--- config.mk ---
export PLATFORM = sky130hd
export DESIGN_NAME = wave_acq_ctrl_flat
export DESIGN_NICKNAME = d
export VERILOG_FILES = /design/src/rtl/wave_acq_pkg.sv /design/src/rtl/wave_acq_ctrl_if.sv /design/src/rtl/wave_acq_ctrl_trig_detect.sv /design/src/rtl/wave_acq_ctrl.sv /design/src/flat_wrapper.sv
export SDC_FILE = /design/constraint.sdc
export NUM_CORES = 1
export LEC_CHECK = 0
export BUFFER_PORTS_ARGS = -buffer_cell sky130_fd_sc_hd__clkbuf_2
export CORE_UTILIZATION = 33
export DETAILED_ROUTE_END_ITERATION = 8
export GPL_TIMING_DRIVEN = 0
export PLACE_DENSITY = 0.52
export RECOVER_POWER = 100
export SYNTH_ARGS = -nofsm -noshare
export SYNTH_HDL_FRONTEND = slang
export SYNTH_SLANG_ARGS = --single-unit
--- constraint.sdc ---
create_clock -name clk -period 3.4 [get_ports clk]
set_input_delay 0.17 -clock clk [delete_from_list [all_inputs] [get_ports clk]]
set_output_delay 0.17 -clock clk [all_outputs]
set_load 0.03 [all_outputs]
--- src/rtl/wave_acq_pkg.sv ---
// rtl/wave_acq_pkg.sv - shared types and constants for the acquisition sequencer
//
// Purpose: acquisition FSM state encoding, sample/state widths and a small
// state-classification helper used by wave_acq_ctrl and its sub-modules.
package wave_acq_pkg;

  localparam int SAMPLE_W = 8;
  localparam int STATE_W  = 3;

  typedef enum logic [STATE_W-1:0] {
    IDLE = 3'd0,
    PRE  = 3'd1,
    ARM  = 3'd2,
    POST = 3'd3,
    DONE = 3'd4
  } acq_state_t;

  // States in which accepted samples are written to the waveform RAM.
  function automatic logic is_acq(acq_state_t s);
    return (s == PRE) || (s == ARM) || (s == POST);
  endfunction

endpackage

--- src/rtl/wave_acq_ctrl_if.sv ---
// rtl/wave_acq_ctrl_if.sv - control, RAM write and frame status bundle of wave_acq_ctrl
//
// Purpose: groups the register-block controls, the ADC sample, the RAM write
// port and the frame status into one interface.
// Modports:
//   master - the sequencer: samples/controls in, RAM write + status out
//   slave  - register block / RAM / display side: the mirror image
interface wave_acq_ctrl_if #(
  parameter int DEPTH_W = 10
);
  import wave_acq_pkg::*;

  logic [SAMPLE_W-1:0] ad_data;
  logic [9:0]          deci_rate;
  logic [SAMPLE_W-1:0] trig_level;
  logic                trig_edge;
  logic                wave_run;
  logic                rd_done;

  logic                ram_wr_en;
  logic [DEPTH_W-1:0]  ram_wr_addr;
  logic [SAMPLE_W-1:0] ram_wr_data;
  logic [DEPTH_W-1:0]  trig_addr;
  logic [DEPTH_W-1:0]  start_addr;
  logic                acq_done;
  logic                trig_auto;
  logic [STATE_W-1:0]  acq_state;

  modport master (
    input  ad_data, deci_rate, trig_level, trig_edge, wave_run, rd_done,
    output ram_wr_en, ram_wr_addr, ram_wr_data, trig_addr, start_addr,
           acq_done, trig_auto, acq_state
  );

  modport slave (
    output ad_data, deci_rate, trig_level, trig_edge, wave_run, rd_done,
    input  ram_wr_en, ram_wr_addr, ram_wr_data, trig_addr, start_addr,
           acq_done, trig_auto, acq_state
  );

endinterface

--- src/rtl/wave_acq_ctrl_trig_detect.sv ---
// rtl/wave_acq_ctrl_trig_detect.sv - trigger edge detector (module trig_detect)
//
// Purpose: holds the last accepted sample and compares it with the current one
// against the trigger level.
// Ports:
//   clk, rst    clock, asynchronous active-high reset
//   sample      current ADC sample
//   sample_vld  sample is accepted this cycle (updates prev)
//   level       trigger threshold
//   rising      1 = rising edge, 0 = falling edge
//   hit         combinational: current sample crosses the level vs prev
module trig_detect
  import wave_acq_pkg::*;
(
  input  logic                clk,
  input  logic                rst,
  input  logic [SAMPLE_W-1:0] sample,
  input  logic                sample_vld,
  input  logic [SAMPLE_W-1:0] level,
  input  logic                rising,
  output logic                hit
);

  logic [SAMPLE_W-1:0] prev;

  always_ff @(posedge clk or posedge rst) begin
    if (rst) begin
      prev <= '0;
    end else if (sample_vld) begin
      prev <= sample;
    end
  end

  always_comb begin
    if (rising) begin
      hit = (prev < level) && (sample >= level);
    end else begin
      hit = (prev >= level) && (sample < level);
    end
  end

endmodule

--- src/rtl/wave_acq_ctrl.sv ---
// rtl/wave_acq_ctrl.sv - oscilloscope acquisition sequencer (decimate, ring-fill, trigger, freeze)
//
// Purpose: decimates the ADC stream, writes accepted samples into the waveform
// RAM as a ring, freezes the ring with a fixed pre/post trigger split and hands
// the frame to the display reader.
// Ports:
//   clk  sample clock
//   rst  asynchronous active-high reset
//   bus  wave_acq_ctrl_if.master: controls and ad_data in; ram_wr_*, trig_addr,
//        start_addr, acq_done, trig_auto, acq_state out
// Build option: AUTO_TRIG_EN - force a trigger after AUTO_TO accepted ARM samples.
module wave_acq_ctrl
  import wave_acq_pkg::*;
#(
  parameter int DEPTH_W  = 10,
  parameter int PRE_TRIG = 512,
  parameter int AUTO_TO  = 4096
) (
  input  logic             clk,
  input  logic             rst,
  wave_acq_ctrl_if.master  bus
);

  localparam logic [DEPTH_W-1:0] PRE_LAST  = DEPTH_W'(PRE_TRIG - 1);
  // POST writes 2^DEPTH_W - PRE_TRIG - 1 samples; this is the index of the last one.
  localparam logic [DEPTH_W-1:0] POST_LAST = DEPTH_W'((1 << DEPTH_W) - PRE_TRIG - 2);
  localparam logic [DEPTH_W-1:0] PRE_OFS   = DEPTH_W'(PRE_TRIG);

  acq_state_t          state, next_state;
  logic [9:0]          deci_cnt, deci_last;
  logic                accept, wr_fire, hit, auto_hit, trig_fire, enter_pre;
  logic [DEPTH_W-1:0]  wr_ptr, cnt;
  logic                wr_en_q, acq_done_q;
  logic [DEPTH_W-1:0]  wr_addr_q, trig_addr_q, start_addr_q;
  logic [SAMPLE_W-1:0] wr_data_q;

  // deci_rate of 0 behaves as 1 (keep every sample).
  assign deci_last = (bus.deci_rate == 10'd0) ? 10'd0 : bus.deci_rate - 10'd1;
  assign accept    = (deci_cnt == 10'd0);
  // A run drop blocks the write of the sample presented in the same cycle.
  assign wr_fire   = accept && bus.wave_run && is_acq(state);
  assign trig_fire = wr_fire && (state == ARM) && (hit || auto_hit);
  assign enter_pre = (next_state == PRE) && (state != PRE);

  trig_detect u_trig (
    .clk        (clk),
    .rst        (rst),
    .sample     (bus.ad_data),
    .sample_vld (wr_fire),
    .level      (bus.trig_level),
    .rising     (bus.trig_edge),
    .hit        (hit)
  );

`ifdef AUTO_TRIG_EN
  logic [31:0] arm_cnt;
  logic        trig_auto_q;

  assign auto_hit = (arm_cnt == 32'(AUTO_TO - 1));

  always_ff @(posedge clk or posedge rst) begin
    if (rst) begin
      arm_cnt     <= '0;
      trig_auto_q <= 1'b0;
    end else begin
      if (state != ARM) begin
        arm_cnt <= '0;
      end else if (wr_fire) begin
        arm_cnt <= arm_cnt + 32'd1;
      end
      // A real edge on the timeout sample wins, so trig_auto stays 0 then.
      if (enter_pre) begin
        trig_auto_q <= 1'b0;
      end else if (trig_fire && !hit) begin
        trig_auto_q <= 1'b1;
      end
    end
  end

  assign bus.trig_auto = trig_auto_q;
`else
  assign auto_hit      = 1'b0;
  assign bus.trig_auto = 1'b0;
`endif

  always_ff @(posedge clk or posedge rst) begin
    if (rst) begin
      state <= IDLE;
    end else begin
      state <= next_state;
    end
  end

  always_comb begin
    next_state = state;
    case (state)
      IDLE: if (bus.wave_run) next_state = PRE;
      PRE: begin
        if (!bus.wave_run)                   next_state = IDLE;
        else if (wr_fire && cnt == PRE_LAST) next_state = ARM;
      end
      ARM: begin
        if (!bus.wave_run) next_state = IDLE;
        else if (trig_fire) next_state = POST;
      end
      POST: begin
        if (!bus.wave_run)                    next_state = IDLE;
        else if (wr_fire && cnt == POST_LAST) next_state = DONE;
      end
      DONE: if (bus.rd_done) next_state = bus.wave_run ? PRE : IDLE;
      default: next_state = IDLE;
    endcase
  end

  always_ff @(posedge clk or posedge rst) begin
    if (rst) begin
      deci_cnt     <= '0;
      cnt          <= '0;
      wr_ptr       <= '0;
      wr_en_q      <= 1'b0;
      wr_addr_q    <= '0;
      wr_data_q    <= '0;
      trig_addr_q  <= '0;
      start_addr_q <= '0;
      acq_done_q   <= 1'b0;
    end else begin
      // >= rather than == so a lowered deci_rate wraps immediately.
      if (enter_pre || deci_cnt >= deci_last) begin
        deci_cnt <= '0;
      end else begin
        deci_cnt <= deci_cnt + 10'd1;
      end
      // cnt is a per-phase sample count, restarted at every state change.
      if (next_state != state) begin
        cnt <= '0;
      end else if (wr_fire) begin
        cnt <= cnt + 1'b1;
      end
      wr_en_q <= wr_fire;
      if (wr_fire) begin
        wr_addr_q <= wr_ptr;
        wr_data_q <= bus.ad_data;
        wr_ptr    <= wr_ptr + 1'b1;
      end
      if (trig_fire) begin
        trig_addr_q  <= wr_ptr;
        start_addr_q <= wr_ptr - PRE_OFS;
      end
      // Rises one cycle after the final POST write is presented.
      acq_done_q <= (state == DONE) && (next_state == DONE);
    end
  end

  assign bus.ram_wr_en   = wr_en_q;
  assign bus.ram_wr_addr = wr_addr_q;
  assign bus.ram_wr_data = wr_data_q;
  assign bus.trig_addr   = trig_addr_q;
  assign bus.start_addr  = start_addr_q;
  assign bus.acq_done    = acq_done_q;
  assign bus.acq_state   = state;

endmodule

--- src/flat_wrapper.sv ---
// flat-port wrapper written by rule: the top's interface ports become plain ports
module wave_acq_ctrl_flat import wave_acq_pkg::*;
#(
  parameter int DEPTH_W  = 10,
  parameter int PRE_TRIG = 512,
  parameter int AUTO_TO  = 4096
)
  (clk, rst, bus_ad_data, bus_deci_rate, bus_trig_level, bus_trig_edge, bus_wave_run, bus_rd_done, bus_ram_wr_en, bus_ram_wr_addr, bus_ram_wr_data, bus_trig_addr, bus_start_addr, bus_acq_done, bus_trig_auto, bus_acq_state);
  wave_acq_ctrl_if #(.DEPTH_W(DEPTH_W)) bus_i ();
  input  logic clk;
  input  logic rst;
  input wire logic [$bits(bus_i.ad_data)-1:0] bus_ad_data;
  input wire logic [$bits(bus_i.deci_rate)-1:0] bus_deci_rate;
  input wire logic [$bits(bus_i.trig_level)-1:0] bus_trig_level;
  input wire logic [$bits(bus_i.trig_edge)-1:0] bus_trig_edge;
  input wire logic [$bits(bus_i.wave_run)-1:0] bus_wave_run;
  input wire logic [$bits(bus_i.rd_done)-1:0] bus_rd_done;
  output wire logic [$bits(bus_i.ram_wr_en)-1:0] bus_ram_wr_en;
  output wire logic [$bits(bus_i.ram_wr_addr)-1:0] bus_ram_wr_addr;
  output wire logic [$bits(bus_i.ram_wr_data)-1:0] bus_ram_wr_data;
  output wire logic [$bits(bus_i.trig_addr)-1:0] bus_trig_addr;
  output wire logic [$bits(bus_i.start_addr)-1:0] bus_start_addr;
  output wire logic [$bits(bus_i.acq_done)-1:0] bus_acq_done;
  output wire logic [$bits(bus_i.trig_auto)-1:0] bus_trig_auto;
  output wire logic [$bits(bus_i.acq_state)-1:0] bus_acq_state;
  assign bus_i.ad_data = bus_ad_data;
  assign bus_i.deci_rate = bus_deci_rate;
  assign bus_i.trig_level = bus_trig_level;
  assign bus_i.trig_edge = bus_trig_edge;
  assign bus_i.wave_run = bus_wave_run;
  assign bus_i.rd_done = bus_rd_done;
  assign bus_ram_wr_en = bus_i.ram_wr_en;
  assign bus_ram_wr_addr = bus_i.ram_wr_addr;
  assign bus_ram_wr_data = bus_i.ram_wr_data;
  assign bus_trig_addr = bus_i.trig_addr;
  assign bus_start_addr = bus_i.start_addr;
  assign bus_acq_done = bus_i.acq_done;
  assign bus_trig_auto = bus_i.trig_auto;
  assign bus_acq_state = bus_i.acq_state;
  wave_acq_ctrl #(.DEPTH_W(DEPTH_W), .PRE_TRIG(PRE_TRIG), .AUTO_TO(AUTO_TO)) u_core (.clk(clk), .rst(rst), .bus(bus_i));
endmodule
==> Word-level counts from Yosys, hierarchy flattened <==
Index checks and enable logic that the tools add are counted.
{ "totals": {"reg_bits": 73, "elab_cells": 62, "output_inout_bits": 44} }
{ "op_classes": {"mux": 15, "n_lt_le_gt_ge": 5, "reduce_logical": 17, "n_addsub": 5, "n_eq_ne": 10} }
{ "ops": {"columns": ["cell", "count"], "rows": [
  ["two-way mux 10 bit", 4],
  ["adder 10 x 1 -> 10 bit, second input constant", 3],
  ["two-way mux 3 bit", 8],
  ["equality test 10 x 9 -> 1 bit, second input constant", 2],
  ["logical NOT 10 bit", 2],
  [">= comparator 8 bit", 2],
  ["< comparator 8 bit", 2],
  ["one-hot mux 3 bit (5 select lines)", 1],
  [">= comparator 10 bit", 1],
  ["logical AND 1 bit", 10],
  ["subtractor 10 x 1 -> 10 bit, second input constant", 1],
  ["subtractor 10 bit, second input constant", 1],
  ["equality test 3 x 1 -> 1 bit, second input constant", 2],
  ["equality test 3 x 2 -> 1 bit, second input constant", 2],
  ["equality test 3 bit, second input constant", 2],
  ["logical NOT 3 bit", 1],
  ["logical OR 1 bit", 3],
  ["!= test 3 x 1 -> 1 bit, second input constant", 1],
  ["!= test 3 bit", 1],
  ["two-way mux 1 bit", 2],
  ["nonzero test 2 bit", 1]
]} }

==> Depth between registers and ports, before layout <==
Gate-level depths: netlist of run 1.
{ "depth": {"word_depth": 13, "mapped_depth": 13} }

==> Cells and area by module <==
Synthesis of run 1 repeated with hierarchy kept, for this count alone.
{ "unflattened": {"hier_cells": 410, "hier_area_um2": 4083.9} }
{ "by_module_without_submodules": {"columns": ["module", "area_each_um2", "cells_each", "n_inst"], "rows": [
  ["wave_acq_ctrl", 3388.2, 339, 1],
  ["trig_detect", 695.7, 71, 1]
]} }

==> Worst setup path before layout of run 1 <==
No wires, ideal clock.
{ "synth_path": {"path_kind": "input to register", "from": "input port bus_deci_rate[7]", "to": "register u_core.deci_cnt[0]", "path_stages": 11, "t_arrival_ns": 2.487, "n_path_buf": 1, "setup_slack_ns": 0.835, "setup_time_ns": 0.078, "t_required_ns": 3.322, "cell_sequence": "or4_1 -> or3_1 -> clkbuf_1 -> and2_1 -> ha_1 -> nand2b_1 -> a21o_1 -> a21o_1 -> a21oi_1 -> o21ai_1 -> a21oi_1"} }
{ "synth_via": {"elab_chain_len": 5, "elab_cells_between_ends": 6, "cone_classes": "add/sub (1); order compare (1); mux (2); reduce/logical (2)"} }
{ "synth_lines": {"columns": ["element", "line", "text"], "rows": [
  ["start, declared", "flat_wrapper.sv:13", "input wire logic [$bits(bus_i.deci_rate)-1:0] bus_deci_rate;"],
  ["subtractor 10 x 1 -> 10 bit / logical NOT 10 bit (equally long branches)", "wave_acq_ctrl.sv:38", "assign deci_last = (bus.deci_rate == 10'd0) ? 10'd0 : bus.deci_rate - 10'd1;"],
  ["two-way mux 10 bit *", "wave_acq_ctrl.sv:38", null],
  [">= comparator 10 bit *", "wave_acq_ctrl.sv:128", "if (enter_pre || deci_cnt >= deci_last) begin"],
  ["logical OR 1 bit *", "wave_acq_ctrl.sv:128", null],
  ["two-way mux 10 bit *", "wave_acq_ctrl.sv:128", null],
  ["end signal, assigned", "wave_acq_ctrl.sv:131", "deci_cnt <= deci_cnt + 10'd1;"],
  ["end, declared", "wave_acq_ctrl.sv:30", "logic [9:0] deci_cnt, deci_last;"]
]} }
Every way passes the cells marked *; elsewhere a longest branch is shown, timed or not.
A chain may end at the register's enable or synchronous reset.

==> Worst setup path after layout of run 1 <==
{ "layout_path": {"from": "register u_core.deci_cnt[0]", "to": "register u_core.start_addr_q[0], in the netlist u_core.bus.start_addr[0]"} }
{ "layout_via": {"elab_chain_len": 5} }
{ "layout_lines": {"columns": ["element", "line", "text"], "rows": [
  ["logical NOT 10 bit", "wave_acq_ctrl.sv:39", "assign accept = (deci_cnt == 10'd0);"],
  ["logical AND 1 bit (2 in series)", "wave_acq_ctrl.sv:41", "assign wr_fire = accept && bus.wave_run && is_acq(state);"],
  ["logical AND 1 bit (2 in series)", "wave_acq_ctrl.sv:42", "assign trig_fire = wr_fire && (state == ARM) && (hit || auto_hit);"],
  ["end signal, assigned", "wave_acq_ctrl.sv:147", "start_addr_q <= wr_ptr - PRE_OFS;"],
  ["end, declared", "wave_acq_ctrl.sv:34", "logic [DEPTH_W-1:0] wr_addr_q, trig_addr_q, start_addr_q;"]
]} }
No other way between the ends.

==> impl_metrics.env, run 1 <==
export IMPL_status="finished, violations left"
export IMPL_failed_checks="capacitance limit, slew limit"
export IMPL_cts_buffers=9
export IMPL_cp_arrival_ns=3.06
export IMPL_max_clock_freq_mhz=351
export IMPL_finalSetupTns_ns=0
export IMPL_synthesis_nets=470
export IMPL_yosysSeqAreaShare=0.415
export IMPL_required_ns=3.61
export IMPL_first_iter_violations=97
export IMPL_hp_class="input pin to flip-flop"
export IMPL_cts_hold_buffers=0
export IMPL_postCtsSetupRepairBufs=0
export IMPL_cts_tree="built"
export IMPL_wl_mm=8.41
export IMPL_synth_avg_cell_area_um2=9.47
export IMPL_ant_nets=0
export IMPL_ys_types=46
export IMPL_p_leak_nw=2.29
export IMPL_nFillCells=1234
export IMPL_htree_levels=3
export IMPL_setup_viol=0
export IMPL_worst_setup_path_type="flip-flop to flip-flop"
export IMPL_rsz0062_at_grt="false"
export IMPL_syn_area_um2=3860
export IMPL_area_delta_synth_final_pct=19.3
export IMPL_period_needed_ns=2.85
export IMPL_grt_pass1_vias=2885
export IMPL_die_area_um2=12100
export IMPL_fp_coreArea_um2=11400
export IMPL_whs_ns=0.0617
export IMPL_syn_inst=407
export IMPL_synth_main_ff_cell="dfrtp_1"
export IMPL_cts_sinks=64
export IMPL_routabilityCongestion=0.818
export IMPL_cts_root_buf="clkbuf_16"
export IMPL_grt_overflow_total=0
export IMPL_relSlewSlack=-0.649
export IMPL_cts_reportedPaths_clkPinSlew_ns=0.06
export IMPL_cts_resized=0
export IMPL_antenna_found_initial=0
export IMPL_ys_ff_latch=64
export IMPL_vdd_drop_max_uv=332
export IMPL_fin_crit_sh=0.838
export IMPL_ys_top_cells_by_area="dfrtp_1, ha_1, nand2_1, xnor2_1, mux2_4"
export IMPL_avgRoutedWirePerCell_um=13.2
export IMPL_tightest_slew_ns=2.47
export IMPL_critical_path_startpoint_type="flip-flop"
export IMPL_yosysTopAreaCell="dfrtp_1"
export IMPL_worstSkewPairLatency_ns=0.33
export IMPL_firstDrtPassIters=4
export IMPL_power_per_cell_area_nw_per_um2=579
export IMPL_grt_pass1_wl_mm=13.8
export IMPL_grtUsageTotal=0.149
export IMPL_clock_skew_ns=0.00803
export IMPL_dpl_hpwl_mm=6.14
export IMPL_drc=0
export IMPL_vias_per_cell=4.83
export IMPL_rows=39
export IMPL_ys_async_sr_fraction=1.00
export IMPL_maxCapViolations=1
export IMPL_die_y_um=110
export IMPL_hold_viol=0
export IMPL_ios=75
export IMPL_clk_path_buf_depth=2
export IMPL_synth_top_cell_area_share=0.415
export IMPL_instances_no_fill=639
export IMPL_dp_slack_ns=0.364
export IMPL_die_w_um=110
export IMPL_initial_utilization=0.338
export IMPL_cp_end_kind="flip-flop"
export IMPL_io_buffer_count=73
export IMPL_finish_utilization=0.403
export IMPL_crit_fanout=10
export IMPL_grt_max_degree=65
export IMPL_yosysWarnings=0
export IMPL_diodes=0
export IMPL_placed_cells=623
export IMPL_layout_drive_gt1_share=0.135
export IMPL_nNetsFinal=554
export IMPL_vias=3089
export IMPL_synth_edf_count=0
export IMPL_setup_ws_ns=0.549
export IMPL_slew_viol_final=65
-- cell families (layout without fill, tap and decap cells) --
kind of cell               after synthesis  in the layout  share of synthesized area
xor gates and xnor gates                31             31                     0.0704
adders and majority gates               32             32                      0.104
muxes                                   13             13                     0.0448
and+or+nand+nor                        174            174                      0.225
other                                    1              1                   0.000972
DFF                                     64             64                      0.415
AOI/OAI and AO/OA                       50             50                     0.0834
buffers and inverters                   42            131                     0.0561
-- sequential cells by signal, indices dropped and copies added (netlist names) --
name	cells
u_core.bus.ram_wr_addr	10
u_core.bus.start_addr	10
u_core.cnt	10
u_core.deci_cnt	10
u_core.wr_ptr	10
u_core.bus.ram_wr_data	8
u_core.bus.acq_state	3
u_core.bus.acq_done	1
u_core.bus.ram_wr_en	1
u_core.bus.trig_addr	1
-- final cells by class --
type                            instances  area [um^2]  area share
Buffer                                 22          123      0.0267
Clock buffer                            9          225      0.0490
Clock inverter                          7          103      0.0223
Inverter                               20         75.1      0.0163
Multi-Input combinational cell        301         1980       0.431
Sequential cell                        64         1600       0.348
Tap cell                              143          179      0.0389
Timing Repair Buffer                   73          310      0.0674
-- final timing paths --
| path | endpoint | from | cells past startpoint | slack, ns |
|---|---|---|---|---|
| worst max-delay path | u_core.bus.start_addr[0] | u_core.deci_cnt[0] | 9 | 0.55 |
| worst min-delay path | u_core.bus.ram_wr_data[1] | bus_ad_data[1] | 3 | 0.06 |
| worst max register to register | u_core.bus.start_addr[0] | u_core.deci_cnt[0] | 9 | 0.55 |
| worst min register to register | u_core.bus.ram_wr_addr[6] | u_core.bus.ram_wr_addr[6] | 2 | 0.46 |
| max in group asynchronous | u_core.cnt[8] | rst | 2 | 1.29 |
| min in group asynchronous | u_core.bus.ram_wr_data[1] | rst | 2 | 0.67 |
-- synth_stat cells, types with 2 or more instances --
library cell	instances
a31oi_1	3
and3_1	10
nor3_2	3
nor2b_1	4
inv_1	20
mux2_4	8
and2_1	3
o21ai_0	5
o21ai_1	2
or3_1	3
xnor2_1	18
o211ai_1	5
ha_1	32
xor2_1	13
buf_6	2
dfrtp_1	64
buf_2	5
nand2_1	92
buf_4	10
nand4_1	13
a41oi_1	4
clkbuf_1	4
a21o_1	5
nor2_1	10
mux2i_1	3
a21oi_1	21
mux2_2	2
nand2b_1	5
nand3_1	10
nor3_1	12
-- metrics by stage --
step                area (um^2)  power (mW)
floorplan                  3860        1.49
global placement           4400        1.69
detailed placement         4400        1.71
CTS                        4730        2.74
global route               4600        2.83
finish                     4600        2.66
-- worst max-delay path: stages, from the launching register on --
cell and delay, ns:
dfrtp_1 0.43, inv_1 0.14, ha_1 0.18, nor4bb_1 0.41
and2_0 0.18, clkbuf_1 0.25, nand4b_2 0.16, a21o_1 0.23
clkbuf_1 0.33, mux2_1 0.42
-- cells in the final DEF (no fill, tap or decap), types with 2 or more instances in the layout --
cell type,synthesis,routed
xnor2_1,18,18
or3_1,3,3
nor3_1,12,12
o21ai_0,5,5
nor3_2,3,3
a41oi_1,4,4
xor2_1,13,13
buf_4,10,10
mux2_2,2,2
mux2_1,0,8
clkbuf_1,4,54
mux2i_1,3,3
a21o_1,5,5
buf_2,5,2
and3_1,10,10
nand2b_1,5,5
bufinv_16,0,2
a21oi_1,21,21
inv_6,0,2
clkbuf_2,0,29
nor2b_1,4,4
a31oi_1,3,3
inv_1,20,20
clkbuf_16,0,9
nor2_1,10,10
nand3_1,10,10
o21ai_1,2,2
dfrtp_1,64,64
clkinv_4,0,2
and2_0,0,2
nand4_1,13,13
nand2_1,92,92
ha_1,32,32
o211ai_1,5,5
-- where the power goes --
| group | internal, mW | total, mW | switching, mW |
|---|---|---|---|
| logic | 0.227 | 0.666 | 0.439 |
| registers | 0.868 | 0.981 | 0.113 |
| clock network | 0.649 | 1.01 | 0.365 |
| total | 1.74 | 2.66 | 0.918 |
-- routing by layer --
| metal | vias to the layer above | GRT usage | wire length (um) |
|---|---|---|---|
| met5 | - | 0 | 0 |
| met4 | 0 | 0.0677 | 123 |
| met3 | 12 | 0.0288 | 381 |
| met2 | 64 | 0.227 | 3610 |
| met1 | 1438 | 0.204 | 4290 |
| li1 | 1575 | - | - |
Note: power is estimated with default switching activity, not from simulation.
==> inputs of run 2 (changes only) <==
ABC_AREA = 1   (was not set)
clock period = 3 ns   (was 3.4 ns; I/O delays follow)
==> run 2 against run 1 <==
The run still ends with capacitance limit, slew limit left; cell count grew 10%; global-route usage grew 1.3 points; synthesized area shrank 1.1%; synthesized cell count grew 17%; setup slack lost 0.14 ns; clock-buffer cell count is the same; sequential power grew 21%; worst hold slack lost 0.048 ns; first-iteration DRC count grew 21%; clock skew is essentially flat; flip-flop and latch count is the same; routed wire length grew 3.5%; critical path type is now input pin to flip-flop; critical endpoint is now u_core.deci_cnt[7].
==> impl_metrics.env, run 2 <==
export IMPL_status="finished, violations left"
export IMPL_failed_checks="capacitance limit, slew limit"
export IMPL_final_cell_mix="nand2_1, dfrtp_1, inv_1"
export IMPL_clk_path_buf_depth=2
export IMPL_cp_arrival_ns=2.83
export IMPL_area_delta_synth_final_pct=21.3
export IMPL_power_per_cell_area_nw_per_um2=718
export IMPL_multiInputGateArea_um2=1880
export IMPL_vias=3217
export IMPL_period_needed_ns=2.59
export IMPL_slew_viol_final=65
export IMPL_dr_wl_met2_mm=4.12
export IMPL_instances_no_fill=705
export IMPL_synth_top_cell_area_share=0.420
export IMPL_hold_viol=0
export IMPL_clock_skew_ns=0.00761
export IMPL_ys_async_sr_fraction=1.00
export IMPL_die_w_um=110
export IMPL_critical_path_startpoint_type="input pin"
export IMPL_ys_types=37
export IMPL_p_leak_nw=2.35
export IMPL_max_clock_freq_mhz=387
export IMPL_grt_max_degree=65
export IMPL_setup_viol=0
export IMPL_tightest_slew_ns=2.48
export IMPL_grt_pass1_vias=3179
export IMPL_antenna_found_initial=0
export IMPL_synth_avg_cell_area_um2=8.01
export IMPL_ys_top_cells_by_area="dfrtp_1, nand2_1, ha_1, inv_1, nor2_1"
export IMPL_synth_main_ff_cell="dfrtp_1"
export IMPL_ys_ff_latch=64
export IMPL_yosysWarnings=0
export IMPL_cts_root_buf="clkbuf_16"
export IMPL_io_buffer_count=73
export IMPL_nFillCells=1183
export IMPL_crit_chain="clkbuf_2, inv_1, ha_1, nand2_1, nor2_1, nand3_1, nor3_2, inv_1, o21ai_0, ha_1, nand2_1, nor2_1, o211ai_1, nand3_1, a311o_1, clkbuf_1, nor3b_2"
export IMPL_synth_edf_count=0
export IMPL_syn_area_um2=3810
export IMPL_grtUsageTotal=0.162
export IMPL_cts_buffers=9
export IMPL_grt_pass1_wl_mm=14.9
export IMPL_hp_class="input pin to flip-flop"
export IMPL_cts_reportedPaths_clkPinSlew_ns=0.06
export IMPL_fp_coreArea_um2=11000
export IMPL_layout_drive_gt1_share=0.120
export IMPL_finalInstanceArea_um2=4630
export IMPL_relSlewSlack=-0.652
export IMPL_die_area_um2=12000
export IMPL_seq_area_um2=1600
export IMPL_ant_nets=0
export IMPL_cts_hold_buffers=0
export IMPL_placed_cells=689
export IMPL_yosysMostFrequentCell="nand2_1"
export IMPL_rsz0062_at_grt="false"
export IMPL_first_iter_violations=117
export IMPL_diodes=0
export IMPL_top_layer_used="met4"
export IMPL_vdd_drop_max_uv=397
export IMPL_slowest_stage="a311o_1"
export IMPL_worst_setup_path_type="input pin to flip-flop"
export IMPL_synthesis_nets=539
export IMPL_routabilityCongestion=0.813
export IMPL_htree_levels=3
export IMPL_netlist_top_cells_count="nand2_1, dfrtp_1, inv_1"
export IMPL_initial_utilization=0.346
export IMPL_nNetsFinal=623
export IMPL_slowest_delay_ns=0.29
export IMPL_required_ns=3.25
export IMPL_layout_commonest_cell="nand2_1"
export IMPL_rows=38
export IMPL_maxCapViolations=1
export IMPL_dpl_hpwl_mm=6.54
export IMPL_crit_fanout=10
export IMPL_die_y_um=110
export IMPL_syn_inst=476
export IMPL_cts_sinks=64
export IMPL_cp_end_kind="flip-flop"
export IMPL_vias_per_cell=4.56
export IMPL_firstDrtPassIters=4
export IMPL_met1_length_mm=4.14
export IMPL_yosysSeqAreaShare=0.420
export IMPL_wl_mm=8.70
export IMPL_drc=0
export IMPL_cts_tree="built"
export IMPL_avgRoutedWirePerCell_um=12.3
export IMPL_fin_crit_sh=0.862
export IMPL_grt_overflow_total=0
export IMPL_worstSkewPairLatency_ns=0.33
export IMPL_wl_met3_um=310
export IMPL_dpl_cell_area_um2=4360
export IMPL_ios=75
export IMPL_yosysTopAreaCell="dfrtp_1"
-- run 2: cell types whose count changed after synthesis, moves of 7 or more --
cell / change
a21oi_1: -7
mux2_4: -8
and3_1: -9
nand2_1: +17
nand3_1: +11
o21ai_0: +22
inv_1: +39
xnor2_1: -12
nor2_1: +45
-- run 2: cell type report --
class | instances | share of cell area
sequential | 64 | 0.346
clock buffer | 9 | 0.0487
timing repair buffer | 73 | 0.0673
multi-input combinational | 334 | 0.406
buffer | 17 | 0.0219
tap | 140 | 0.0379
inverter | 61 | 0.0498
clock inverter | 7 | 0.0224
-- run 2: critical path: cells and delay by family --
kind | cells | cell delay (ns)
AO/OA/AOI/OAI | 3 | 0.50
AND/OR/NAND/NOR | 8 | 1.17
adder cells (fa/ha/maj) | 2 | 0.46
buffers and inverters | 4 | 0.53
-- run 2: layer usage --
metal	global-route usage	vias to the layer above
met2	0.278	61
li1	-	1696
met4	0.0543	0
met1	0.199	1449
met5	0	-
met3	0.0368	11
-- run 2: where the power goes --
part,switching [mW],leakage (nW),total [mW],internal [mW]
combinational,0.688,1.36,0.987,0.299
clock,0.412,0.160,1.15,0.735
sequential,0.138,0.834,1.19,1.05
-- run 2: cell families after synthesis --
| logic type | share of synthesized area |
|---|---|
| flip-flops | 0.420 |
| other | 0.000983 |
| adder cells (fa/ha/maj) | 0.105 |
| multiplexers | 0.00295 |
| AO/OA/AOI/OAI | 0.0702 |
| AND/OR/NAND/NOR | 0.263 |
| XOR/XNOR | 0.0505 |
| buffers and inverters | 0.0876 |
-- run 2: final timing paths --
| path | startpoint | endpoint | slack [ns] | cells after the start |
|---|---|---|---|---|
| max | bus_deci_rate[0] | u_core.deci_cnt[7] | 0.41 | 17 |
| max in group asynchronous | rst | u_core.cnt[6] | 0.92 | 2 |
| min reg2reg | u_core.deci_cnt[0] | u_core.deci_cnt[0] | 0.46 | 1 |
| min | bus_rd_done | u_core.bus.acq_done | 0.01 | 2 |
| max reg2reg | u_core.deci_cnt[0] | u_core.cnt[2] | 0.55 | 15 |
| min in group asynchronous | rst | u_core.bus.ram_wr_data[3] | 0.64 | 2 |
-- run 2: repair_timing --
action	4_1_cts	5_1_grt
endpoints found under the setup margin	0	10
buffers inserted	0	0
gates resized for setup	0	3
-- run 2: through the flow --
stage / setup WS (ns) / hold slack [ns] / utilization / setup TNS (ns) / total power, mW
finish: 0.413 / 0.0133 / 0.419 / 0 / 3.32
global placement: -0.00270 / 0.356 / 0.395 / -0.00270 / 2.22
floorplan: 0.505 / 0.235 / - / 0 / 1.92
CTS: 0.176 / 0.000431 / 0.425 / 0 / 3.40
global route: 0.0533 / 0.0139 / 0.419 / 0 / 3.55
detailed placement: -0.167 / 0.358 / 0.395 / -0.997 / 2.24
==> inputs of run 3 (changes only) <==
--- a/config.mk
+++ b/config.mk
@@ -8,4 +8,5 @@
 export ABC_AREA = 1
 export BUFFER_PORTS_ARGS = -buffer_cell sky130_fd_sc_hd__clkbuf_2
+export CORE_ASPECT_RATIO = 1.75
 export CORE_UTILIZATION = 33
 export DETAILED_ROUTE_END_ITERATION = 8
==> constraint.sdc (replaced) <==
create_clock -name clk -period 3 [get_ports clk]
set_input_delay 0.3 -clock clk [delete_from_list [all_inputs] [get_ports clk]]
set_output_delay 0.3 -clock clk [all_outputs]
set_load 0.03 [all_outputs]
==> run 3 against run 2 <==
The run now ends clean; clock-buffer cell count rose by 1; clock skew shrank 0.0033 ns; core utilization fell by 1.1 points; via count up 3.3%; maximum frequency shrank 5.7%; routed wire length up 1.0%; final area decreased by 1.5%; flip-flop and latch count did not move; die area grew 0.14%; critical path type unchanged; sequential share of layout area rose by 0.51 points; combinational power down 0.5%; critical path depth is 1 lower; critical endpoint is now u_core.deci_cnt[4].
==> impl_metrics.env, run 3 (synthesized netlist as in run 2, its figures left out) <==
export IMPL_avgRoutedWirePerCell_um=12.6
export IMPL_slowest_stage="a311o_1"
export IMPL_rsz0062_at_grt="false"
export IMPL_final_cell_mix="nand2_1, dfrtp_1, inv_1"
export IMPL_cp_top_family="simple AND/OR/NAND/NOR gates"
export IMPL_nNetsFinal=623
export IMPL_cts_reportedPaths_clkPinSlew_ns=0.06
export IMPL_die_area_um2=12000
export IMPL_p_leak_nw=2.32
export IMPL_cts_sinks=64
export IMPL_worst_setup_path_type="input pin to flip-flop"
export IMPL_rows=51
export IMPL_worstSkewPairLatency_ns=0.33
export IMPL_required_ns=3.24
export IMPL_layout_drive_gt1_share=0.117
export IMPL_grt_use_met2=0.315
export IMPL_status="finished, final reports clean"
export IMPL_die_w_um=83.3
export IMPL_grtUsageTotal=0.156
export IMPL_grt_pass1_wl_mm=14.7
export IMPL_clock_skew_ns=0.00429
export IMPL_area_delta_synth_final_pct=19.5
export IMPL_tightest_slew_ns=1.09
export IMPL_grt_overflow_total=0
export IMPL_first_iter_violations=94
export IMPL_finish_utilization=0.408
export IMPL_fp_coreArea_um2=11200
export IMPL_wl_mm=8.79
export IMPL_cts_tree="built"
export IMPL_grt_pass1_vias=3282
export IMPL_clk_path_buf_depth=2
export IMPL_finalInstanceArea_um2=4560
export IMPL_period_needed_ns=2.74
export IMPL_cp_arrival_ns=2.98
export IMPL_initial_utilization=0.342
export IMPL_top_usage_layer="met2"
export IMPL_setup_viol=0
export IMPL_whs_ns=0.189
export IMPL_cp_end_kind="flip-flop"
export IMPL_nFillCells=1216
export IMPL_vias_per_cell=4.77
export IMPL_relSlewSlack=0.273
export IMPL_crit_buf_inv=3
export IMPL_dp_slack_ns=-0.358
export IMPL_crit_fanout=10
export IMPL_slowest_delay_ns=0.43
export IMPL_max_clock_freq_mhz=365
export IMPL_diodes=0
export IMPL_fin_crit_sh=0.914
export IMPL_htree_levels=3
export IMPL_routabilityCongestion=0.833
export IMPL_cts_buffers=9
export IMPL_antenna_found_initial=0
export IMPL_io_buffer_count=73
export IMPL_layout_commonest_cell="nand2_1"
export IMPL_crit_chain="clkbuf_2, inv_1, ha_1, nand2_1, nor2_1, nand3_1, nor3_2, inv_1, o21ai_0, ha_1, nand2_1, nor2_1, o211ai_1, nand3_1, a311o_1, nor3b_1"
export IMPL_hp_class="input pin to flip-flop"
export IMPL_power_per_cell_area_nw_per_um2=689
export IMPL_use_met1=0.149
export IMPL_dpl_cell_area_um2=4370
export IMPL_vdd_drop_max_uv=464
export IMPL_drc=0
export IMPL_ios=75
export IMPL_ant_nets=0
export IMPL_dpl_hpwl_mm=7.03
export IMPL_grt_max_degree=38
export IMPL_maxCapViolations=0
export IMPL_slew_viol_final=0
export IMPL_critical_path_startpoint_type="input pin"
export IMPL_setup_ws_ns=0.257
export IMPL_cts_root_buf="clkbuf_16"
export IMPL_r2r_slack_ns=0.35
export IMPL_vias=3322
export IMPL_firstDrtPassIters=4
export IMPL_met3_usage=0.0342
export IMPL_hold_viol=0
export IMPL_die_y_um=144
## run 3: changes by cell type in the layout (fill, tap and decap cells not counted), sizes merged
cell / previous run / this run
clkinvlp: 1 / 4
bufinv: 2 / 0
clkbuf: 89 / 90
clkinv: 4 / 3
inv: 61 / 60
## run 3: path summary, 6_finish.rpt
check | start | endpoint | cells past startpoint
max | bus_deci_rate[0] | u_core.deci_cnt[4] | 16
min | bus_ad_data[4] | u_core.bus.ram_wr_data[4] | 3
max reg2reg | u_core.deci_cnt[0] | u_core.cnt[2] | 15
min reg2reg | u_core.deci_cnt[0] | u_core.deci_cnt[0] | 1
max in group asynchronous | rst | u_core.bus.ram_wr_en | 3
min in group asynchronous | rst | u_core.bus.ram_wr_addr[8] | 2
## run 3: worst reg2reg max path: cells and delay by family (launching register included)
kind          cells  cell delay (ns)
fa+ha+maj         1             0.25
buf+inv           2             0.39
flops             1             0.39
simple gates     12             1.51
## run 3: layout make-up
cell class,count,area [um^2],area share
multi-input cells,334,1870,0.409
inverters,61,230,0.0505
flip-flops and latches,64,1600,0.351
clock inverters,6,45.0,0.00988
well taps,132,165,0.0362
repair buffers,74,315,0.0692
plain buffers,16,97.6,0.0214
clock buffers,10,239,0.0524
## run 3: what timing repair did
item                       CTS  global route
setup endpoints to repair    2            10
hold buffers                 0             0
buffers inserted             0             0
pin swaps                    0             0
gates resized for setup      1             1
## run 3: report_power, final
part | switching, mW | internal, mW | total, mW | leakage, nW
registers | 0.141 | 1.05 | 1.19 | 0.834
logic | 0.686 | 0.296 | 0.982 | 1.35
clock network | 0.389 | 0.582 | 0.971 | 0.131
## run 3: metal layers
layer | part of all wire | vias up
met4 | 0.025 | 0
met5 | 0 | -
li1 | - | 1692
met2 | 0.55 | 71
met3 | 0.042 | 18
met1 | 0.39 | 1541
## run 3: per-stage QoR
stage | TNS (ns) | cells | total power, mW
final | 0 | 697 | 3.14
after global placement | -1.90 | 681 | 2.21
after global routing | 0 | 697 | 3.37
after detailed placement | -2.77 | 682 | 2.24
after CTS | 0 | 698 | 3.23
after floorplan | 0 | 476 | 1.92
